<file path="config.mk">
export PLATFORM = sky130hd
export DESIGN_NAME = writeback_stage
export DESIGN_NICKNAME = d
export VERILOG_FILES = /design/src/rtl/writeback_stage_pkg.sv /design/src/rtl/wb_flush_timer.sv /design/src/rtl/writeback_stage.sv
export SDC_FILE = /design/constraint.sdc
export NUM_CORES = 1
export LEC_CHECK = 0
export BUFFER_PORTS_ARGS = -buffer_cell sky130_fd_sc_hd__buf_2
export CORE_MARGIN = 4
export CORE_UTILIZATION = 45
export CTS_BUF_LIST = sky130_fd_sc_hd__clkbuf_4
export CTS_CLUSTER_DIAMETER = 150
export DETAILED_ROUTE_END_ITERATION = 10
export PLACE_DENSITY = 0.8
export SKIP_CTS_REPAIR_TIMING = 1
export SYNTH_ARGS = -nofsm -noshare
export SYNTH_HDL_FRONTEND = slang
export SYNTH_SLANG_ARGS = --single-unit
</file>
<file path="constraint.sdc">
create_clock -name clk -period 3 [get_ports clk]
set_clock_uncertainty 0.1 [all_clocks]
set_input_delay 0.6 -clock clk [delete_from_list [all_inputs] [get_ports clk]]
set_output_delay 0.6 -clock clk [all_outputs]
set_load 0.01 [all_outputs]
</file>
<file path="src/rtl/writeback_stage_pkg.sv">
// ---------------------------------------------------------------------------
// writeback_stage_pkg : constants and types shared by W, Decode and the hazard unit
// Rev 1.0
// ---------------------------------------------------------------------------
`default_nettype none

package writeback_stage_pkg;

  localparam logic [3:0] PC_REG = 4'd15;
  localparam int         WORD_W = 32;

  typedef enum logic {
    RESULT_ALU = 1'b0,
    RESULT_MEM = 1'b1
  } result_sel_e;

endpackage

`default_nettype wire

</file>
<file path="src/rtl/wb_flush_timer.sv">
// ---------------------------------------------------------------------------
// wb_flush_timer : holds the front-end flush request for FLUSH_CYCLES per redirect
// Rev 1.0
// ---------------------------------------------------------------------------
`default_nettype none

module wb_flush_timer #(
  parameter int FLUSH_CYCLES = 2
) (
  input  logic clk,
  input  logic rst,
  input  logic start,
  output logic busy
);

  localparam logic [2:0] C_RELOAD = 3'(FLUSH_CYCLES - 1);

  logic [2:0] cnt_q;
  logic [2:0] cnt_d;

  // A redirect inside an open window reloads the count rather than adding to it.
  always_comb begin
    cnt_d = cnt_q;
    if (start) begin
      cnt_d = C_RELOAD;
    end else if (cnt_q != 3'd0) begin
      cnt_d = cnt_q - 3'd1;
    end
  end

  always_ff @(posedge clk) begin
    if (rst) begin
      cnt_q <= 3'd0;
    end else begin
      cnt_q <= cnt_d;
    end
  end

  assign busy = start | (cnt_q != 3'd0);

endmodule

`default_nettype wire

</file>
<file path="src/rtl/writeback_stage.sv">
// ---------------------------------------------------------------------------
// writeback_stage : W pipeline register, result select, register-file write port,
//                   PC redirect on R15 writes and same-cycle bypass flags for Decode
// Rev 1.0
// ---------------------------------------------------------------------------
`default_nettype none

module writeback_stage
  import writeback_stage_pkg::*;
#(
  parameter int WIDTH        = WORD_W,
  parameter int FLUSH_CYCLES = 2
) (
  input  logic             clk,
  input  logic             rst,
  input  logic             Flush,
  input  logic             M_Valid,
  input  logic             M_RegWrite,
  input  logic             M_MemtoReg,
  input  logic [3:0]       M_Rd,
  input  logic [WIDTH-1:0] M_ALUResult,
  input  logic [WIDTH-1:0] M_ReadData,
  input  logic [3:0]       RA1,
  input  logic [3:0]       RA2,
  output logic             WE3,
  output logic [3:0]       A3,
  output logic [WIDTH-1:0] WD3,
  output logic             PCWrite,
  output logic [WIDTH-1:0] PCTarget,
  output logic             FlushReq,
  output logic             FwdA,
  output logic             FwdB
);

  logic             valid_q;
  logic             regwrite_q;
  result_sel_e      memtoreg_q;
  logic [3:0]       rd_q;
  logic [WIDTH-1:0] alu_q;
  logic [WIDTH-1:0] rdata_q;

  // A killed slot only needs its valid bit cleared; the payload is ignored.
  always_ff @(posedge clk) begin
    if (rst) begin
      valid_q    <= 1'b0;
      regwrite_q <= 1'b0;
      memtoreg_q <= RESULT_ALU;
      rd_q       <= 4'd0;
      alu_q      <= '0;
      rdata_q    <= '0;
    end else begin
      valid_q    <= M_Valid & ~Flush;
      regwrite_q <= M_RegWrite;
      memtoreg_q <= result_sel_e'(M_MemtoReg);
      rd_q       <= M_Rd;
      alu_q      <= M_ALUResult;
      rdata_q    <= M_ReadData;
    end
  end

  logic w_write;
  logic w_rd_is_pc;

  assign w_write    = valid_q & regwrite_q;
  assign w_rd_is_pc = (rd_q == PC_REG);

  assign WD3      = (memtoreg_q == RESULT_MEM) ? rdata_q : alu_q;
  assign A3       = rd_q;
  assign WE3      = w_write & ~w_rd_is_pc;
  assign PCWrite  = w_write & w_rd_is_pc;
  assign PCTarget = WD3;

  // WE3 already excludes R15, so PC reads in Decode are never bypassed.
  assign FwdA = WE3 & (A3 == RA1);
  assign FwdB = WE3 & (A3 == RA2);

  wb_flush_timer #(
    .FLUSH_CYCLES (FLUSH_CYCLES)
  ) u_flush_timer (
    .clk   (clk),
    .rst   (rst),
    .start (PCWrite),
    .busy  (FlushReq)
  );

endmodule

`default_nettype wire

</file>
# ---- Word-level counts from Yosys, hierarchy flattened
# Index checks and enable logic that the tools add are counted.
dict set report classes {
  addsub 1
  n_eq_ne 3
  mux 3
  bitwise 9
  n_reduce_logical 3
}
# op n
set ops {}
lappend ops {{$mux 32} 1}
lappend ops {{$eq 4x4->1} 2}
lappend ops {{$and 1x1->1} 6}
lappend ops {{$eq 4x4->1 const B} 1}
lappend ops {{$reduce_bool 3->1} 1}
lappend ops {{$sub 3x1->3 const B} 1}
lappend ops {{$mux 1} 2}
lappend ops {{$not 1->1} 2}
lappend ops {{$reduce_bool 2->1} 1}
lappend ops {{$reduce_or 2->1} 1}
lappend ops {{$or 1x1->1} 1}
dict set report word_totals {
  reg_bits 74
  inputBits 82
  out_inout_bits 73
  word_cells 27
}

# ---- Longest topological paths before layout
# Gate-level depths: netlist (run 1).
dict set report logic_depth {
  word_depth 4
  depth_mapped 5
  depth_no_buf 5
}

# ---- By module
# From an unflattened synthesis (run 1), not the netlist that was laid out.
dict set report hier_totals {
  hier_cells 251
  hier_area_um2 2977.9
}
# module n_inst cells_per_inst area_per_inst_um2
set by_module_without_submodules {}
lappend by_module_without_submodules {writeback_stage 1 234 2798.9}
lappend by_module_without_submodules {wb_flush_timer 1 17 178.9}

# ---- Worst setup path after synthesis (run 1)
# No wires, ideal clock.
dict set report synth_path {
  kind {register -> output}
  startpoint {register memtoreg_q}
  endpoint {output port WD3[0]}
  t_arrival_ns 1.081
  required_ns 2.300
  slack_ns 1.219
  stages_incl_launch_ff 5
  cell_sequence {dfxtp_1 > buf_2 > buf_6 > mux2_4 > buf_4}
}
dict set report synth_via {
  elab_chain_cells 1
}
# element line
set synth_lines {}
lappend synth_lines {{from (decl)} writeback_stage.sv:37} ;# result_sel_e memtoreg_q;
lappend synth_lines {{from (signal assigned)} writeback_stage.sv:54} ;# memtoreg_q <= result_sel_e'(M_MemtoReg);
lappend synth_lines {{$mux 32} writeback_stage.sv:67} ;# assign WD3 = (memtoreg_q == RESULT_MEM) ? rdata_q : alu_q;
lappend synth_lines {{to (decl)} writeback_stage.sv:27} ;# output logic [WIDTH-1:0] WD3,
# Every way passes these cells.

# ---- Worst setup path after layout (run 1)
dict set report layout_path {
  startpoint {register memtoreg_q}
  endpoint {output port PCTarget[4]}
}
dict set report layout_via {
  elab_chain_cells 1
}
# element line
set layout_lines {}
lappend layout_lines {{$mux 32} writeback_stage.sv:67}
lappend layout_lines {{to (decl)} writeback_stage.sv:29} ;# output logic [WIDTH-1:0] PCTarget,
# Every way passes these cells.

==> results_dict.tcl, run 1 <==
set metrics [dict create \
    cts_max_level 3 \
    die_w_um 89.02 \
    multi_input_area_sq_um 1140 \
    gp_congestion 0.7876 \
    ioPinCount 155 \
    drive_above_1_share_pct 54.86 \
    dp_hpwl_mm 4.214 \
    maxSlewHeadroom_pct 62.50 \
    row_count 29 \
    seq_area_sq_um 1483 \
    nNetsFinal 460 \
    tritoncts "done" \
    worst_pin_slew_ps 562.5 \
    r2r-end "u_flush_timer.cnt_q[1]$_SDFFE_PP0P_" \
    initial_core_util_pct 46.52 \
    syn_nets 336 \
    track_usage_pct 13.48 \
    drt_iter0_drc 25 \
    maxCapViolCount 0 \
    hp-class "in2reg" \
    nFillCells 555 \
    cp.required_ps 2300 \
    synth_top_area_share_pct 50.15 \
    async_flop_share_pct 0 \
    final_util_pct 57.64 \
    routed_wl_mm 5.363 \
    post-route-period-util_pct 86.42 \
    critPathLaunch "memtoreg_q$_SDFF_PP0_" \
    drtPass1Iterations 4 \
    grt_pass1_wl_mm 8.052 \
    fin_setup_tns_ps 0 \
    path_class "reg2out" \
    yosys_warnings 0 \
    period_minus_slack_ps 2593 \
    core_sq_um 6350 \
    synth.area.top_cells "dfxtp_1 50%, mux2_4 15%, nor2b_1 15%, buf_4 8.1%, xnor2_1 2.7%" \
    area_growth_pct 23.89 \
    critPathCaptureType "primary output" \
    io_buffers 154 \
    clock_sinks 74 \
    antenna_found_initial 0 \
    hold_violations 0 \
    synth-edff-count 0 \
    critPathLaunchType "register" \
    rrSetupSlack_ps 1660 \
    grt_max_degree 42 \
    clock_latency_ps 400 \
    syn_area_sq_um 2954 \
    routed-via-count 1988 \
    die_y_um 89.02 \
    slew_viol_final 0 \
    syn_avg_cell_area_sq_um 11.72 \
    crit_end "PCTarget[4]" \
    status "complete, no violations" \
    setup-violations-final 0 \
    pre_cts_slack_ps 833.8 \
    die_area_sq_um 7925 \
    ys_seq_elements 74 \
    power_density_nw_per_um2 562.9 \
    netlist-cell-type-count 24 \
    max_freq_mhz 385.7 \
    via_per_inst 4.341 \
    grt_pass1_vias 1910 \
    synth_ff_type "dfxtp_1" \
    reg2reg_depth 5 \
    drc 0 \
    synth_most_common_cell "dfxtp_1" \
    path_clk_slew_ps 110 \
    yosysTopAreaCell "dfxtp_1" \
    cp.arrival_ps 1890 \
    ant_nets 0 \
    p_leak_nw 1.845 \
    synthCells 252 \
    regToRegStartpoint "u_flush_timer.cnt_q[0]$_SDFFE_PP0P_" \
    critPathMaxFanout 17 \
    cts_buffers 9 \
    cts_buffer_depth 2 \
    insertedDiodeCount 0 \
    clock-root-buffer "clkbuf_4" \
    ir_drop_mv 0.3881 \
    synth_common_cells "74 x dfxtp_1, 70 x nor2b_1, 32 x buf_4" \
    ys_seq_area_share_pct 50.15 \
    wire_per_inst_um 11.71 \
    setup_ws_ps 407.3 \
    overflow 0 \
    grt_setup_unrepaired "false" \
]
-- final cells by class --
cell class / count / area share [%]
Inverter: 4 / 0.4103
Timing Repair Buffer: 157 / 21.68
Multi-Input combinational cell: 130 / 31.15
Sequential cell: 74 / 40.51
Clock inverter: 6 / 1.573
Tap cell: 77 / 2.632
Clock buffer: 10 / 2.051
-- worst max-delay path, stage by stage (launching register included) --
cell     delay [ps]
dfxtp_2         690
buf_4           320
mux2_4          320
buf_2           140
-- layout by cell type, fill, tap and decap left out, drive strengths merged --
cell	n
buf	157
dfxtp	74
nor2b	70
mux2	32
clkbuf	10
xnor2	9
nor2	4
clkinv	4
inv	4
nand4	3
ha	2
nand2b	2
nand2	1
or2	1
nand3	1
a2111oi	1
nor3b	1
mux2i	1
nor3	1
a21oi	1
bufinv	1
clkinvlp	1
-- registers in the layout, summed over array words and instances (netlist names) --
register	count
memtoreg_q	1
valid_q	1
u_flush_timer.cnt_q	3
A3	4
rdata_q	32
alu_q	32
regwrite_q	1
-- worst min path at each step --
stage | start | to | slack [ps] | cells past startpoint
after global routing | Flush | valid_q$_SDFF_PP0_ | 210 | 2
after CTS | Flush | valid_q$_SDFF_PP0_ | 210 | 2
final | Flush | valid_q$_SDFF_PP0_ | 240 | 2
after floorplan | u_flush_timer.cnt_q[2]$_SDFFE_PP0P_ | u_flush_timer.cnt_q[2]$_SDFFE_PP0P_ | 400 | 2
after detailed placement | u_flush_timer.cnt_q[1]$_SDFFE_PP0P_ | u_flush_timer.cnt_q[1]$_SDFFE_PP0P_ | 440 | 2
after global placement | u_flush_timer.cnt_q[1]$_SDFFE_PP0P_ | u_flush_timer.cnt_q[1]$_SDFFE_PP0P_ | 420 | 2
-- cells by family (layout without fill, tap and decap cells) --
kind of cell             after synthesis  after routing  synth area share, %
AO/OA/AOI/OAI                          2              2               0.6774
multiplexers                          33             33                16.35
buffers and inverters                 48            177                11.27
flip-flops                            74             74                50.15
XOR/XNOR                               9              9                2.669
AND/OR/NAND/NOR                       84             84                18.04
adder cells (fa/ha/maj)                2              2               0.8470
-- where the power goes --
part           total [mW]  internal (mW)  switching [mW]
registers            1.08           1.05          0.0329
clock network       0.581          0.258           0.323
logic               0.396          0.220           0.176
-- metal layers --
| metal | part of all wire (%) | routed length, um | track usage, % | up-vias |
|---|---|---|---|---|
| met5 | 0 | 0 | 0 | - |
| met4 | 2.9 | 156 | 8.660 | 0 |
| met3 | 11 | 582 | 3.502 | 14 |
| met2 | 50 | 2664 | 22.94 | 93 |
| met1 | 37 | 1959 | 14.88 | 869 |
| li1 | - | - | - | 1012 |
-- metrics by stage --
step           area (sq um)  power [mW]  hold slack [ps]  cells
5_1_grt                3660       2.188            212.2    458
3_5_place_dp           3527       1.509            439.0    442
2_1_floorplan          2954       1.403            404.7    252
3_3_place_gp           3527       1.497            422.6    442
4_1_cts                3660       2.098            205.7    458
6_report               3660       2.060            242.0    458
Note: power is estimated with default switching activity, not from simulation.
==> run 2, diff against run 1 <==
--- a/config.mk
+++ b/config.mk
@@ -8,4 +8,6 @@
 export BUFFER_PORTS_ARGS = -buffer_cell sky130_fd_sc_hd__buf_2
+export CELL_PAD_IN_SITES_DETAIL_PLACEMENT = 1
+export CELL_PAD_IN_SITES_GLOBAL_PLACEMENT = 1
 export CORE_MARGIN = 4
-export CORE_UTILIZATION = 45
+export CORE_UTILIZATION = 37
 export CTS_BUF_LIST = sky130_fd_sc_hd__clkbuf_4
@@ -13,3 +15,3 @@
 export DETAILED_ROUTE_END_ITERATION = 10
-export PLACE_DENSITY = 0.8
+export PLACE_DENSITY_LB_ADDON = 0.1
 export SKIP_CTS_REPAIR_TIMING = 1
==> constraint.sdc (replaced) <==
create_clock -name clk -period 3 [get_ports clk]
set_clock_uncertainty 0.1 [all_clocks]
set_input_delay 0.3 -clock clk [delete_from_list [all_inputs] [get_ports clk]]
set_output_delay 0.3 -clock clk [all_outputs]
set_load 0.01 [all_outputs]
==> results_dict.tcl, run 2 (same netlist as run 1, synthesis figures left out) <==
set metrics [dict create \
    status "complete, no violations" \
    nFillCells 896 \
    row_count 32 \
    initial_core_util_pct 38.23 \
    grt_pass1_vias 2118 \
    drtPass1Iterations 4 \
    ioPinCount 155 \
    maxSlewHeadroom_pct 41.30 \
    seq_area_sq_um 1483 \
    worst_pin_slew_ps 880.5 \
    gp_congestion 0.6625 \
    drc 0 \
    multi_input_area_sq_um 1140 \
    maxCapViolCount 0 \
    hold_violations 0 \
    post-route-period-util_pct 72.11 \
    dpl.cell_count 466 \
    met3_usage_pct 4.523 \
    most-common-layout-cells "154 x buf_2, 73 x dfxtp_1, 70 x nor2b_1" \
    p_leak_nw 1.956 \
    clock_sinks 74 \
    routed_wl_mm 6.353 \
    setup-violations-final 0 \
    drive_above_1_share_pct 51.12 \
    io_buffers 154 \
    grt_use_met1_pct 15.06 \
    final_common_cell "buf_2" \
    gr-usage-met2_pct 21.71 \
    period_minus_slack_ps 2163 \
    antenna_found_initial 0 \
    area_growth_pct 34.94 \
    core_sq_um 7727 \
    gr-max-usage-layer "met2" \
    overflow 0 \
    fin_setup_tns_ps 0 \
    clock_latency_ps 390 \
    dp_hpwl_mm 4.805 \
    track_usage_pct 13.05 \
    critPathMaxFanout 21 \
    cp.arrival_ps 1760 \
    critPathLaunchType "register" \
    via_per_inst 4.166 \
    die_w_um 97.36 \
    grt_max_degree 51 \
    cts_max_level 3 \
    cp.required_ps 2600 \
    grt_pass1_wl_mm 9.811 \
    path_class "reg2out" \
    cts_buffers 9 \
    grt_setup_unrepaired "false" \
    ir_drop_mv 0.2726 \
    hp-class "in2reg" \
    wire_per_inst_um 12.58 \
    power_density_nw_per_um2 564.1 \
    max_freq_mhz 462.2 \
    die_y_um 97.36 \
    critPathCaptureType "primary output" \
    final_cells 505 \
    cts_buffer_depth 2 \
    tritoncts "done" \
    ant_nets 0 \
    drt_iter0_drc 37 \
    nNetsFinal 484 \
    clock-root-buffer "clkbuf_4" \
    insertedDiodeCount 0 \
    die_area_sq_um 9478 \
    slew_viol_final 0 \
    path_clk_slew_ps 120 \
    routed-via-count 2104 \
]
==> run 2: final timing paths <==
kind | from | to | slack (ps) | depth (start not counted)
max reg2reg | u_flush_timer.cnt_q[0]$_SDFFE_PP0P_ | u_flush_timer.cnt_q[1]$_SDFFE_PP0P_ | 1640 | 5
min reg2reg | u_flush_timer.cnt_q[1]$_SDFFE_PP0P_ | u_flush_timer.cnt_q[1]$_SDFFE_PP0P_ | 440 | 2
min | M_ReadData[24] | rdata_q[24]$_SDFF_PP0_ | 8 | 2
max | memtoreg_q$_SDFF_PP0_ | WD3[18] | 840 | 3
==> run 2: where the power goes <==
group / internal [mW] / leakage, nW / switching, mW
registers: 1.05 / 0.617 / 0.0330
logic: 0.243 / 1.25 / 0.185
clock network: 0.413 / 0.0841 / 0.324
==> run 2: stage by stage <==
| stage | utilization (%) | hold slack, ps | worst slack [ps] | instance area (sq um) | total power [mW] |
|---|---|---|---|---|---|
| 5_1_grt | 51.59 | -4.667 | 718.2 | 3986 | 2.367 |
| 3_5_place_dp | 46.11 | 376.1 | 1234 | 3563 | 1.518 |
| 3_3_place_gp | 46.11 | 369.3 | 1258 | 3563 | 1.506 |
| 6_report | 51.59 | 7.599 | 836.6 | 3986 | 2.249 |
| 4_1_cts | 48.35 | -83.14 | 766.4 | 3736 | 2.262 |
| 2_1_floorplan | - | 276.1 | 1519 | 2954 | 1.403 |
==> run 2: layout make-up <==
class / instances / area share, %
repair buffers: 181 / 26.30
flip-flops and latches: 74 / 37.19
clock buffers: 9 / 1.695
well taps: 102 / 3.201
clock inverters: 5 / 2.637
multi-input cells: 130 / 28.59
inverters: 4 / 0.3766
==> run 2: worst max-delay path, cell delays in order, from the launching register on <==
cell     delay [ps]
dfxtp_2         620
buf_12          270
mux2_4          330
buf_2           140
==> run 2: per-layer routing <==
layer  part of all wire, %  vias to the layer above
met5                     0                        -
met4                   1.6                        0
met3                   8.8                        9
met2                    50                       94
met1                    40                      944
li1                      -                     1057
==> run 3, diff against run 2 <==
CORE_UTILIZATION = 34   (was 37)
clock period = 2.07 ns   (was 3 ns; I/O delays follow)
==> results_dict.tcl, run 3 (same netlist as run 1, synthesis figures left out) <==
set metrics [dict create \
    area_growth_pct 53.96 \
    routedLengthMet1_mm 2.801 \
    cp.required_ps 1760 \
    routed_wl_mm 7.427 \
    power_density_nw_per_um2 798.5 \
    place_area_sq_um 3595 \
    maxSlewHeadroom_pct 72.54 \
    pre_cts_slack_ps 529.1 \
    cp.arrival_ps 1650 \
    die_y_um 101.2 \
    path_clk_slew_ps 120 \
    status "complete, no violations" \
    initial_core_util_pct 35.42 \
    clock_sinks 74 \
    worst_pin_slew_ps 411.8 \
    fin_area_sq_um 4548 \
    critPathCaptureType "primary output" \
    routed-wl-met3_um 525 \
    routed-via-count 2354 \
    fin_setup_tns_ps 0 \
    gp_congestion 0.6820 \
    max_freq_mhz 510.7 \
    grt_pass1_wl_mm 9.804 \
    drive_above_1_share_pct 46.26 \
    hold_depth 2 \
    ioPinCount 155 \
    crit_chain "buf_12 -> mux2_4 -> buf_2" \
    clock_latency_ps 380 \
    die_w_um 101.2 \
    core_sq_um 8341 \
    wl_met2_mm 3.995 \
    critPathLaunch "memtoreg_q$_SDFF_PP0_" \
    critPathLaunchType "register" \
    grt_max_degree 40 \
    slew_viol_final 0 \
    power.total_mw 3.632 \
    setup-violations-final 0 \
    insertedDiodeCount 0 \
    regToRegStartpoint "u_flush_timer.cnt_q[0]$_SDFFE_PP0P_" \
    post-route-period-util_pct 94.60 \
    r2r-end "u_flush_timer.cnt_q[1]$_SDFFE_PP0P_" \
    drc 0 \
    nNetsFinal 533 \
    final_common_cell "buf_2" \
    cts_buffer_depth 2 \
    ir_drop_mv 0.3257 \
    wire_per_inst_um 13.29 \
    most-common-layout-cells "154 x buf_2, 73 x dfxtp_1, 72 x dlygate4sd3_1" \
    clock-root-buffer "clkbuf_4" \
    die_area_sq_um 10240 \
    dp_hpwl_mm 5.078 \
    setup_ws_ps 111.7 \
    critPathMaxFanout 19 \
    hold_violations 0 \
    row_count 33 \
    cts_buffers 9 \
    grt_pass1_vias 2071 \
    grt_setup_unrepaired "false" \
    hold_slack_ps 125.1 \
    cp_slowest_cell "dfxtp_2" \
    via_per_inst 4.211 \
    period_minus_slack_ps 1958 \
    rrSetupSlack_ps 740 \
    max_stage_delay_ps 540 \
    ant_nets 0 \
    io_buffers 154 \
    top_layer "met4" \
    drt_iter0_drc 19 \
    reg2reg_depth 5 \
    drtPass1Iterations 4 \
    track_usage_pct 12.36 \
    overflow 0 \
    cts_max_level 3 \
    nFillCells 922 \
    p_leak_nw 2.206 \
    hp-class "in2reg" \
    tritoncts "done" \
    crit_end "PCTarget[9]" \
    path_class "reg2out" \
    maxCapViolCount 0 \
    antenna_found_initial 0 \
]
==> run 3: cell types whose count changed in the layout (fill, tap and decap cells not counted) <==
cell,delta
dlygate4sd3_1,+47
bufinv_16,+2
clkbuf_4,+2
clkinvlp_4,-2
buf_12,+1
buf_4,+1
==> run 3: through the flow <==
step	cells	util, %
2_1_floorplan	252	-
3_3_place_gp	471	43.10
3_5_place_dp	471	43.10
4_1_cts	487	45.89
5_1_grt	559	54.53
6_report	559	54.53
==> run 3: power breakdown <==
group	internal [mW]	total, mW	switching, mW	leakage [nW]
Sequential	1.52	1.57	0.0444	0.617
Clock	0.884	1.36	0.474	0.121
Combinational	0.415	0.708	0.293	1.47
Total	2.82	3.63	0.811	2.21
==> run 3: cell type report <==
| cell class | instances | area (sq um) | share of cell area, % |
|---|---|---|---|
| clock buffer | 11 | 82.58 | 1.816 |
| clock inverter | 5 | 150.1 | 3.301 |
| inverter | 4 | 15.01 | 0.3301 |
| multi-input combinational | 130 | 1140 | 25.06 |
| sequential | 74 | 1483 | 32.60 |
| tap | 105 | 131.4 | 2.889 |
| timing repair buffer | 230 | 1546 | 34.00 |
==> run 3: how the worst min path moves through the flow <==
| stage | slack, ps | endpoint | start |
|---|---|---|---|
| after floorplan | 180 | valid_q$_SDFF_PP0_ | Flush |
| after global placement | 270 | valid_q$_SDFF_PP0_ | Flush |
| after detailed placement | 270 | valid_q$_SDFF_PP0_ | Flush |
| after CTS | -180 | valid_q$_SDFF_PP0_ | Flush |
| after global routing | 130 | rdata_q[7]$_SDFF_PP0_ | rst |
| final | 130 | alu_q[17]$_SDFF_PP0_ | rst |
==> run 3: worst max-delay path: cells and delay by family, from the launching register on <==
kind | cells | cell delay (ps)
DFF | 1 | 540
buffers and inverters | 2 | 390
muxes | 1 | 330
==> run 3: metal layers <==
| metal | GRT usage (%) | vias to the layer above |
|---|---|---|
| li1 | - | 1158 |
| met1 | 14.51 | 1095 |
| met2 | 20.42 | 91 |
| met3 | 4.201 | 10 |
| met4 | 5.521 | 0 |
| met5 | 0 | - |
